==> config.mk <==
export PLATFORM = sky130hd
export DESIGN_NAME = four_input_nand_gate
export DESIGN_NICKNAME = d
export VERILOG_FILES = /design/src/rtl/logic_gates_pkg.sv /design/src/rtl/nand4_core.sv /design/src/rtl/four_input_nand_gate.sv
export SDC_FILE = /design/constraint.sdc
export NUM_CORES = 1
export LEC_CHECK = 0
export ABC_AREA = 1
export BUFFER_PORTS_ARGS = -buffer_cell sky130_fd_sc_hd__buf_2
export CAP_MARGIN = 20
export CORE_AREA = 2 2 57 59
export DETAILED_ROUTE_END_ITERATION = 12
export DIE_AREA = 0 0 59 61
export GPL_TIMING_DRIVEN = 0
export SETUP_SLACK_MARGIN = 0.2
export SLEW_MARGIN = 20
export SYNTH_ARGS = -nofsm -noshare
export SYNTH_HDL_FRONTEND = slang
export SYNTH_HIERARCHICAL = 1
export SYNTH_SLANG_ARGS = --single-unit
export TNS_END_PERCENT = 30
==> constraint.sdc <==
create_clock -name clk -period 1.4 [get_ports clk]
set_clock_uncertainty 0.1 [all_clocks]
set_input_delay 0.07 -clock clk [delete_from_list [all_inputs] [get_ports clk]]
set_output_delay 0.07 -clock clk [all_outputs]
set_load 0.03 [all_outputs]
==> src/rtl/logic_gates_pkg.sv <==
// logic_gates_pkg: shared constants and types for the gate-level logic library.
package logic_gates_pkg;
    localparam int LOW_CNT_W_DEFAULT = 16;
    typedef logic [LOW_CNT_W_DEFAULT-1:0] low_cnt_t;
endpackage

==> src/rtl/nand4_core.sv <==
// nand4_core: purely combinational four-input NAND.
module nand4_core (
    input  logic a,
    input  logic b,
    input  logic c,
    input  logic d,
    output logic y
);
    assign y = ~(a & b & c & d);
endmodule

==> src/rtl/four_input_nand_gate.sv <==
// four_input_nand_gate: combinational NAND4 plus a registered copy and a
// saturating count of clock cycles in which the NAND output was low.
module four_input_nand_gate
    import logic_gates_pkg::*;
#(
    parameter int CNT_W = $bits(low_cnt_t)
) (
    input  logic             clk,
    input  logic             rst,
    input  logic             a,
    input  logic             b,
    input  logic             c,
    input  logic             d,
    input  logic             clr,
    output logic             e,
    output logic             e_q,
    output logic [CNT_W-1:0] low_cnt
);
    logic             w_e;
    logic             r_e_q;
    logic [CNT_W-1:0] r_low_cnt;
    nand4_core u_core (
        .a(a),
        .b(b),
        .c(c),
        .d(d),
        .y(w_e)
    );
    // clr wins over increment; the count sticks at all-ones instead of wrapping
    always_ff @(posedge clk or posedge rst) begin
        if (rst) begin
            r_e_q     <= 1'b1;
            r_low_cnt <= '0;
        end else begin
            r_e_q <= w_e;
            if (clr)
                r_low_cnt <= '0;
            else if (!w_e && r_low_cnt != '1)
                r_low_cnt <= r_low_cnt + CNT_W'(1);
        end
    end
    assign e       = w_e;
    assign e_q     = r_e_q;
    assign low_cnt = r_low_cnt;
endmodule

=== Word level (Yosys, flattened, before mapping) ===
Index checks and enable logic that the tools add are counted.

* Register bits: 17
* Bits of input ports: 7
* Logic and storage cells: 12
* Output and inout port bits: 18

* Bitwise operators: 4
* Reductions and logical operators: 2
* Multiplexer cells: 2
* $add $sub $neg: 1
* Equality and inequality tests: 1

{| class="wikitable"
|+ Operators with widths
! operator !! count
|-
| two-way mux 16 bit || 2
|-
| adder 16 x 1 -> 16 bit (second input constant) || 1
|-
| inequality test 16 bit (second input constant) || 1
|-
| AND 1 bit || 3
|-
| nonzero test 2 bit || 1
|-
| logical AND 1 bit || 1
|-
| inverter 1 bit || 1
|}

=== Depth between registers and ports, before layout ===
Gate-level depths: netlist of run 1.

* Depth in word-level cells: 6
* Gate-level depth with buffers: 9
* Depth with buffers taken out: 9

=== Hierarchy ===
The synthesis of run 1 kept the hierarchy.

{| class="wikitable"
|+ By module, submodules not included
! module !! seq. area each (µm²) !! area an instance (µm²) !! cells each !! instances
|-
| four_input_nand_gate || 426.7 || 1127.3 || 158 || 1
|-
| nand4_core || 0.0 || 18.8 || 5 || 1
|}

=== Worst setup path before layout of run 1 ===
Ideal clock, no wire load.

* Path type: reg2reg
* Start point: register r_low_cnt[1] (netlist: low_cnt[1])
* End point: register r_low_cnt[0] (netlist: low_cnt[0])
* Cell stages (with the launch flop): 10
* Data required time: 1177 ps
* Setup time: 123 ps
* Arrival: 1529 ps
* Buffers on the path: 1
* Period minus slack after synthesis: 1752 ps
* Setup slack: -352 ps
* Cell sequence: dfrtp_1 > ha_1 > nand2_2 > nor2_2 > nand2_2 > nor2_4 > nor2_4 > buf_6 > nand3_1 > o21ai_1

* Longest elaborated chain between the ends: 3

{| class="wikitable"
|+ RTL lines
! item !! line !! RTL
|-
| start: declaration || four_input_nand_gate.sv:21 || <nowiki>logic [CNT_W-1:0] r_low_cnt;</nowiki>
|-
| start signal: assignment || four_input_nand_gate.sv:39 || <nowiki>r_low_cnt <= r_low_cnt + CNT_W'(1);</nowiki>
|-
| inequality test 16 bit || four_input_nand_gate.sv:38 || <nowiki>else if (!w_e && r_low_cnt != '1)</nowiki>
|-
| logical AND 1 bit || four_input_nand_gate.sv:38 ||
|-
| nonzero test 2 bit (no source line) || - ||
|}

Every way passes these cells.
A chain may end at the register's enable or synchronous reset.

=== Worst setup path after layout of run 1 ===
* Start point: register r_low_cnt[0] (netlist: low_cnt[0])
* End point: register r_low_cnt[13] (netlist: low_cnt[13])

* Longest elaborated chain between the ends: 3
* Elaborated cells on any way between the ends: 6
* Classes of those cells: add/sub (1); eq/ne (1); mux (2); reduce/logical (2)

{| class="wikitable"
|+ RTL lines
! item !! line
|-
| adder 16 x 1 -> 16 bit / inequality test 16 bit (equally long branches) || four_input_nand_gate.sv:39, four_input_nand_gate.sv:38
|-
| two-way mux 16 bit / logical AND 1 bit (equally long branches) || four_input_nand_gate.sv:38
|-
| two-way mux 16 bit / nonzero test 2 bit (equally long branches) || -
|}

Parallel ways exist; a longest one is shown, timed or not. The select of a mux whose other input is x is not followed.

==> impl_metrics.toml, run 1 <==
[floorplan]
row_count = 20
coreArea_sq_um = 2950
ios = 25
die_height_um = 61
initial_utilization_pct = 38.8
die_w_um = 59
dieArea_sq_um = 3600

[logic_synthesis]
synth_area_leaders = "dfrtp_1, nand2_1, nand3_1"
synth_top_area_share_pct = 34.9
ys_types = 22
netlist_area_sq_um = 1150
ys_ff_latch = 17
yosysWarnings = 6
avgSynthCellArea_sq_um = 7.03
syn-instance-count = 163
yosysTopAreaCell = "dfrtp_1"
synth_nets = 171
synth-seq-area-share_pct = 37.2

[status]
status = "complete, but fails checks"
violations = "setup timing"

[cells_and_area]
antenna_cells = 0
fill_cells = 311
fin_area_sq_um = 1500
synthToLayoutAreaGrowth_pct = 31.1
regArea_sq_um = 439
multi_input_area_sq_um = 678
layout-drive-gt1-share_pct = 36.6
fin_nets = 211

[sta]
rsz0062_at_grt = "yes"
drv_slew = 0
fmax_mhz = 660
finalCritPeriodShare_pct = 108
hold-worst-slack_ns = 0.00684
worst_slew_pin_slew_ns = 0.667
layout_min_cycle_time_ns = 1.51
worst_slack_ns = -0.114
slew_headroom_pct = 55.5
hold_violations = 0
setup_viol = 15

[setup_path]
crit_arrival_ns = 1.66
cp_max_fo = 5
critPathRequiredTime_ns = 1.54
critPathLaunchType = "flip-flop"
rrSetupSlack_ns = -0.11
reg2reg_to = "low_cnt[13]$_DFFE_PP0P_"
critical_path_class = "flip-flop to flip-flop"
reg2reg_from = "low_cnt[0]$_DFFE_PP0P_"
rr_worst_depth = 9
crit_path_end_kind = "flip-flop"

[place]
portBuffers = 24
hpwl_um = 2010
place_area_sq_um = 1320
gp_congestion = 0.826

[job]
cap_violations = 0

[global_routing]
antenna_found_initial = 0
gr-total-overflow = 0
grt_pass1_wl_um = 5090
grtUsageTotal_pct = 18.8
grt_pass1_vias = 1126
grt_max_degree = 18

[cts]
cts_buffers = 3
cts_max_path_buffers = 2
cts_tree = "yes"
clock-root-buffer = "clkbuf_4"
clk_latency_ns = 0.30
cts_sinks = 17
clk_pin_slew_ns = 0.10
htreeDepth = 1

[min_path]
hold_class = "input pin to flip-flop"
whs_endpoint = "low_cnt[5]$_DFFE_PP0P_"
min_from = "clr"
hold_depth = 4

[pwr]
pwr_density_cell_nw_per_um2 = 562
vdd_drop_max_mv = 0.307
p_leak_nw = 0.774
p_total_mw = 0.845

[detailed_routing]
drtIter0Drc = 27
drt_pass1_iterations = 4
antenna_left = 0
drc = 0
wire_per_inst_um = 12.3
avgViaCountPerCell = 4.97
wl_um = 2890
vias = 1169
[metal layers]
layer  part of all wire, %  up-vias  global-route usage (%)  routed length (um)
met4                   1.8        0                    10.7                  52
met1                    47      545                    24.2                1350
li1                      -      594                       -                   -
met2                    49       25                    31.0                1410
met3                   2.8        5                    1.71                  82
met5                     0        -                       0                   0
[cells by family (layout without fill, tap and decap cells)]
group                      Yosys count  in the layout  synth area share [%]
adders and majority gates            1              1                  1.09
AOI/OAI and AO/OA                    9              9                  3.93
and+or+nand+nor                    112            112                  48.3
xor gates and xnor gates             2              2                  1.53
DFF                                 17             17                  37.2
buffers and inverters               22             61                  7.97
[state kept, by name, summed over array words and instances, names as in the netlist]
register / count
low_cnt: 16
e_q: 1
[how the worst max path moves through the flow]
stage,start,end,slack [ns]
global placement,low_cnt[1]$_DFFE_PP0P_,low_cnt[0]$_DFFE_PP0P_,-0.16
floorplan,low_cnt[1]$_DFFE_PP0P_,low_cnt[0]$_DFFE_PP0P_,-0.19
detailed placement,low_cnt[1]$_DFFE_PP0P_,low_cnt[0]$_DFFE_PP0P_,-0.17
global route,low_cnt[0]$_DFFE_PP0P_,low_cnt[0]$_DFFE_PP0P_,-0.19
finish,low_cnt[0]$_DFFE_PP0P_,low_cnt[13]$_DFFE_PP0P_,-0.11
CTS,low_cnt[1]$_DFFE_PP0P_,low_cnt[0]$_DFFE_PP0P_,-0.13
[area by class of cell]
type                    count  share of cell area (%)
plain buffers               2                    1.08
clock buffers               4                    1.75
inverters                  20                    5.00
multi-input cells         124                    45.1
flip-flops and latches     17                    29.2
well taps                  33                    2.75
repair buffers             35                    15.1
[cells in the final DEF, fill, tap and decap left out]
cell	n
ha_4	1
nor2_4	6
inv_1	19
nand2_4	3
dfstp_2	1
o21ai_0	2
nand2_1	54
clkbuf_4	3
nor2_2	6
clkbuf_1	1
clkinv_1	1
a21oi_1	4
o21ai_1	3
dlygate4sd3_1	1
nor3_1	1
dfrtp_2	10
xor2_1	2
nor2_1	12
nand4_1	8
nand2_2	3
nand3_1	14
dfrtp_1	6
nand3_2	4
buf_4	11
buf_6	4
buf_2	21
nor2_8	1
[power breakdown]
part | leakage [nW] | switching [mW] | internal (mW)
sequential | 0.217 | 0.00149 | 0.493
clock | 0.0150 | 0.163 | 0.111
combinational | 0.542 | 0.0502 | 0.0252
[through the flow]
step | utilization, % | cells | setup TNS (ns) | setup WS [ns]
2_1_floorplan | - | 163 | -2.29 | -0.189
3_3_place_gp | 44.8 | 220 | -1.92 | -0.155
3_5_place_dp | 44.8 | 220 | -2.16 | -0.175
4_1_cts | 49.2 | 231 | -1.57 | -0.132
5_1_grt | 50.9 | 235 | -2.66 | -0.195
6_report | 50.9 | 235 | -1.27 | -0.114
[repair_timing]
action / CTS / global route
hold buffers: 1 / 0
resized for setup: 16 / 12
buffers inserted: 5 / 4
gates cloned: 1 / 0
pin swaps: 5 / 3
hold endpoints to repair: 16 / 0
setup endpoints to repair: 16 / 22
[synth_stat cells (all sizes together)]
master / count
clkinv: 1
inv: 19
nand3: 18
nor2: 25
a21oi: 4
xor2: 2
nand2: 60
nor3: 1
buf: 2
ha: 1
dfstp: 1
nand4: 8
dfrtp: 16
o21ai: 5
[critical path: stages (launching register included)]
cell and delay [ns]:
dfrtp_2 0.44, ha_4 0.18, nand2_4 0.08, nor2_4 0.04
nand2_4 0.07, nor2_4 0.04, nor2_4 0.20, buf_6 0.16
nand4_1 0.08, nand2_1 0.07
No activity file was read; power rests on OpenSTA's default activity.
==> run 2: changes to the inputs <==
==> constraint.sdc (replaced) <==
create_clock -name clk -period 1.4 [get_ports clk]
set_clock_uncertainty 0.1 [all_clocks]
set_input_delay 0.14 -clock clk [delete_from_list [all_inputs] [get_ports clk]]
set_output_delay 0.14 -clock clk [all_outputs]
set_load 0.03 [all_outputs]
==> impl_metrics.toml, run 2 (synthesized netlist as in run 1, its figures left out) <==
[sta]
setup_viol = 16
fmax_mhz = 661
finalCritPeriodShare_pct = 108
slew_headroom_pct = 73.9
drv_slew = 0
hold_violations = 0
worst_slew_pin_slew_ns = 0.391
hold-worst-slack_ns = 0.0775
worst_slack_ns = -0.112
rsz0062_at_grt = "yes"
layout_min_cycle_time_ns = 1.51

[status]
status = "complete, but fails checks"
violations = "setup timing"

[floorplan]
die_w_um = 59
dieArea_sq_um = 3600
initial_utilization_pct = 38.8
row_count = 20
ios = 25
die_height_um = 61
coreArea_sq_um = 2950

[global_routing]
grt_max_degree = 18
grt_pass1_vias = 1150
antenna_found_initial = 0
grt_pass1_wl_um = 5150
grtUsageTotal_pct = 18.9
gr-total-overflow = 0

[pwr]
switching_share_pct = 26.0
clock_power_share_pct = 32.8
comb_power_share_pct = 9.1
p_seq_share_pct = 58.1
vdd_drop_max_mv = 0.305
pwr_density_cell_nw_per_um2 = 549
p_switching_mw = 0.222
p_int_mw = 0.631
p_leak_nw = 0.779
p_total_mw = 0.852

[detailed_routing]
drtIter0Drc = 34
vias = 1177
wire_per_inst_um = 12.4
drc = 0
drt_pass1_iterations = 4
avgViaCountPerCell = 4.99
wl_um = 2930
antenna_left = 0

[cells_and_area]
fin_area_sq_um = 1550
synthToLayoutAreaGrowth_pct = 35.6
largest_register_ffs = 16
antenna_cells = 0
layout_commonest_cell = "nand2_1"
final_cell_mix = "nand2_1, inv_1, buf_4"
multi_input_area_sq_um = 681
regArea_sq_um = 438
fin_cells = 236
fill_cells = 303
layout-drive-gt1-share_pct = 37.4
fin_nets = 212

[setup_path]
cp_max_fo = 5
critPathRequiredTime_ns = 1.53
crit_arrival_ns = 1.64
crit_path_end_kind = "flip-flop"
critical_path_class = "flip-flop to flip-flop"
critPathLaunchType = "flip-flop"

[cts]
clk_latency_ns = 0.30
cts_tree = "yes"
cts_max_path_buffers = 2
clk_pin_slew_ns = 0.10
cts_buffers = 3
htreeDepth = 1
clock-root-buffer = "clkbuf_4"
cts_sinks = 17

[place]
placed_cells = 220
portBuffers = 24
hpwl_um = 2010
place_area_sq_um = 1320
gp_congestion = 0.826

[job]
cap_violations = 0

[min_path]
hold_class = "input pin to flip-flop"
[run 2: changes by cell type in the layout (fill, tap and decap cells not counted), sizes merged]
cell	change
buf	+1
inv	-1
clkinvlp	+1
[run 2: routing by layer]
layer | track usage [%] | routed length (um)
met1 | 24.2 | 1340
met2 | 31.4 | 1400
met3 | 1.71 | 134
met4 | 10.7 | 57
met5 | 0 | 0
[run 2: repair_timing]
item	in CTS	in global routing
hold endpoints to repair	16	0
pin swaps	5	3
resized for setup	23	24
cloned	1	0
setup endpoints to repair	27	39
setup buffers	7	3
hold buffers	1	0
[run 2: worst max-delay path, cell delays in order (launching register included)]
cell and delay, ns:
dfrtp_2 0.44, ha_4 0.18, nand2_4 0.08, nor2_4 0.04
nand2_4 0.07, nor2_4 0.04, nor2_4 0.19, buf_6 0.16
nand3_1 0.06, o21ai_1 0.08
[run 2: power by group through the flow]
stage                     clock [mW]  sequential [mW]  combinational, mW
after global routing           0.306            0.495             0.0860
final                          0.280            0.495             0.0776
after detailed placement           0            0.505             0.0692
after CTS                      0.288            0.495             0.0775
after floorplan                    0            0.509             0.0402
after global placement             0            0.505             0.0686
[run 2: path summary, 6_finish.rpt]
kind | start | end | slack (ns) | cells after the start
max | low_cnt[0]$_DFFE_PP0P_ | low_cnt[0]$_DFFE_PP0P_ | -0.11 | 9
max in group asynchronous | rst | e_q$_DFF_PP1_ | 0.64 | 3
max reg2reg | low_cnt[0]$_DFFE_PP0P_ | low_cnt[0]$_DFFE_PP0P_ | -0.11 | 9
min reg2reg | low_cnt[11]$_DFFE_PP0P_ | low_cnt[11]$_DFFE_PP0P_ | 0.47 | 2
min in group asynchronous | rst | low_cnt[9]$_DFFE_PP0P_ | 0.27 | 3
min | clr | low_cnt[5]$_DFFE_PP0P_ | 0.08 | 4
[run 2: metrics by stage]
stage / util, % / worst slack (ns) / setup TNS [ns]
final: 52.6 / -0.112 / -1.22
after global routing: 52.6 / -0.190 / -2.67
after CTS: 50.4 / -0.132 / -1.49
after detailed placement: 44.8 / -0.175 / -2.16
after global placement: 44.8 / -0.155 / -1.92
after floorplan: - / -0.189 / -2.29
[run 2: final cells by class]
type	count	area share (%)
buffer	2	1.05
clock buffer	4	1.69
inverter	20	5.07
multi-input combinational	124	43.8
sequential	17	28.2
tap	33	2.66
timing repair buffer	36	17.6
==> run 3: changes to the inputs <==
--- a/config.mk
+++ b/config.mk
@@ -8,14 +8,13 @@
 export ABC_AREA = 1
 export BUFFER_PORTS_ARGS = -buffer_cell sky130_fd_sc_hd__buf_2
 export CAP_MARGIN = 20
-export CORE_AREA = 2 2 57 59
+export CORE_AREA = 2 2 56 58
 export DETAILED_ROUTE_END_ITERATION = 12
-export DIE_AREA = 0 0 59 61
+export DIE_AREA = 0 0 58 60
 export GPL_TIMING_DRIVEN = 0
 export SETUP_SLACK_MARGIN = 0.2
 export SLEW_MARGIN = 20
 export SYNTH_ARGS = -nofsm -noshare
 export SYNTH_HDL_FRONTEND = slang
-export SYNTH_HIERARCHICAL = 1
 export SYNTH_SLANG_ARGS = --single-unit
 export TNS_END_PERCENT = 30
==> impl_metrics.toml, run 3 <==
[status]
status = "complete, but fails checks"
violations = "setup timing"

[detailed_routing]
drc = 0
wire_per_inst_um = 13.6
drt_pass1_iterations = 4
antenna_left = 0
wl_um = 3370
vias = 1262
drtIter0Drc = 45
avgViaCountPerCell = 5.11

[cells_and_area]
regArea_sq_um = 443
final_cell_mix = "nand2_1, buf_4, nand3_1"
antenna_cells = 0
fill_cells = 272
synthToLayoutAreaGrowth_pct = 54.8
fin_cells = 247
layout_commonest_cell = "nand2_1"
layout-drive-gt1-share_pct = 45.8
multi_input_area_sq_um = 682
largest_register_ffs = 16
fin_nets = 223

[logic_synthesis]
synth.most_common_cell = "nand2_1"
async_flop_share_pct = 100
yosysWarnings = 0
avgSynthCellArea_sq_um = 6.98
synth_area_leaders = "dfrtp_1, nand2_1, nand3_1"
synthXorXnorAreaFrac_pct = 2.38
synth_top_family_by_area = "simple AND/OR/NAND/NOR gates"
ys_types = 21
synth_flop_cell = "dfrtp_1"
synth-adder-area-share_pct = 1.13
synth_edf_count = 0
synth-seq-area-share_pct = 38.7
ys_top_cells_by_count = "nand2_1, dfrtp_1, nor2_1, nand3_1, inv_1"
synth_nets = 166
synth_top_area_share_pct = 36.3
synthMuxAreaShare_pct = 0
yosysTopAreaCell = "dfrtp_1"
synth-simple-area-share_pct = 47.5
syn-instance-count = 158
synth_compound_area_share_pct = 3.40
netlist_area_sq_um = 1100
ys_ff_latch = 17

[floorplan]
die_height_um = 60
initial_utilization_pct = 38.0
coreArea_sq_um = 2900
dieArea_sq_um = 3480
row_count = 20
die_w_um = 58
ios = 25

[pwr]
vdd_drop_max_mv = 0.324
pwr_density_cell_nw_per_um2 = 507
p_leak_nw = 0.878

[sta]
drv_slew = 0
hold_violations = 0
setup_viol = 16
hold-worst-slack_ns = 0.0903
worst_slew_pin_slew_ns = 0.524
worst_slack_ns = -0.196
layout_min_cycle_time_ns = 1.60
fmax_mhz = 626
finalCritPeriodShare_pct = 114
rsz0062_at_grt = "yes"
slew_headroom_pct = 65.0

[setup_path]
rrSetupSlack_ns = -0.20
critPathLaunchType = "flip-flop"
critical_path_class = "flip-flop to flip-flop"
cp_max_fo = 6
critPathRequiredTime_ns = 1.53
crit_path_end_kind = "flip-flop"
crit_arrival_ns = 1.73

[cts]
htreeDepth = 1
cts_buffers = 3
cts_sinks = 17
clk_pin_slew_ns = 0.10
clk_latency_ns = 0.29
cts_max_path_buffers = 2
clock-root-buffer = "clkbuf_4"
cts_tree = "yes"

[place]
hpwl_um = 2030
gp_congestion = 0.869
placed_cells = 215
portBuffers = 24

[min_path]
hold_class = "input pin to flip-flop"

[global_routing]
grt_max_degree = 18
antenna_found_initial = 0
gr-total-overflow = 0
grt_pass1_wl_um = 5110
grtUsageTotal_pct = 19.2
grt_pass1_vias = 1168

[job]
cap_violations = 0
[run 3: cell type report]
class | count | area share, %
multi-input cells | 123 | 39.9
plain buffers | 3 | 1.76
clock buffers | 4 | 1.54
repair buffers | 52 | 24.9
inverters | 15 | 3.52
flip-flops and latches | 17 | 25.9
well taps | 33 | 2.42
[run 3: through the flow]
stage,worst slack [ns],cell area (sq um),setup TNS [ns],utilization [%],total power [mW]
floorplan,-0.254,1130,-3.50,-,0.548
global placement,-0.280,1290,-3.69,44.4,0.573
detailed placement,-0.300,1290,-4.01,44.4,0.575
CTS,-0.175,1480,-2.47,50.8,0.858
global route,-0.269,1710,-3.97,58.8,0.902
finish,-0.196,1710,-2.74,58.8,0.867
[run 3: logic make-up after synthesis]
group / count (synthesis)
compound gates: 7
xor+xnor: 3
buf+inv: 18
fa+ha+maj: 1
flops: 17
simple gates: 112
[run 3: metal layers]
metal  vias up  GRT usage (%)  routed length (um)
met5         -              0                   0
met2        42           35.6                1690
met1       590           23.1                1410
met4         0           5.98                  72
li1        623              -                   -
met3         7           2.16                 193
[run 3: critical path: stages (launching register included)]
cell       delay, ns
dfrtp_2         0.40
ha_4            0.15
nand2_4         0.05
nor2_4          0.14
nand2_4         0.07
nor2_4          0.12
nor2_4          0.08
nor2_8          0.14
clkbuf_16       0.17
nand2_1         0.05
nand2_1         0.05
[run 3: what timing repair did]
item | in CTS | in global routing
hold buffers | 1 | 0
endpoints found under the hold margin | 16 | 0
endpoints found under the setup margin | 25 | 40
setup buffers | 12 | 13
resized for setup | 19 | 39
cloned | 1 | 1
pin swaps | 5 | 5
[run 3: where the power goes]
group,internal [mW],switching (mW),leakage (nW)
Clock,0.111,0.158,0.0150
Sequential,0.493,0.00152,0.212
Combinational,0.0437,0.0590,0.651
[run 3: worst paths after layout]
kind                                              from                endpoint  depth (start not counted)
worst max-delay path            low_cnt[1]$_DFFE_PP0P_  low_cnt[2]$_DFFE_PP0P_                         10
worst min-delay path                                 c           e_q$_DFF_PP1_                          4
worst max register to register  low_cnt[1]$_DFFE_PP0P_  low_cnt[2]$_DFFE_PP0P_                         10
worst min register to register  low_cnt[6]$_DFFE_PP0P_  low_cnt[6]$_DFFE_PP0P_                          2
max in group asynchronous                          rst           e_q$_DFF_PP1_                          3
min in group asynchronous                          rst  low_cnt[2]$_DFFE_PP0P_                          3
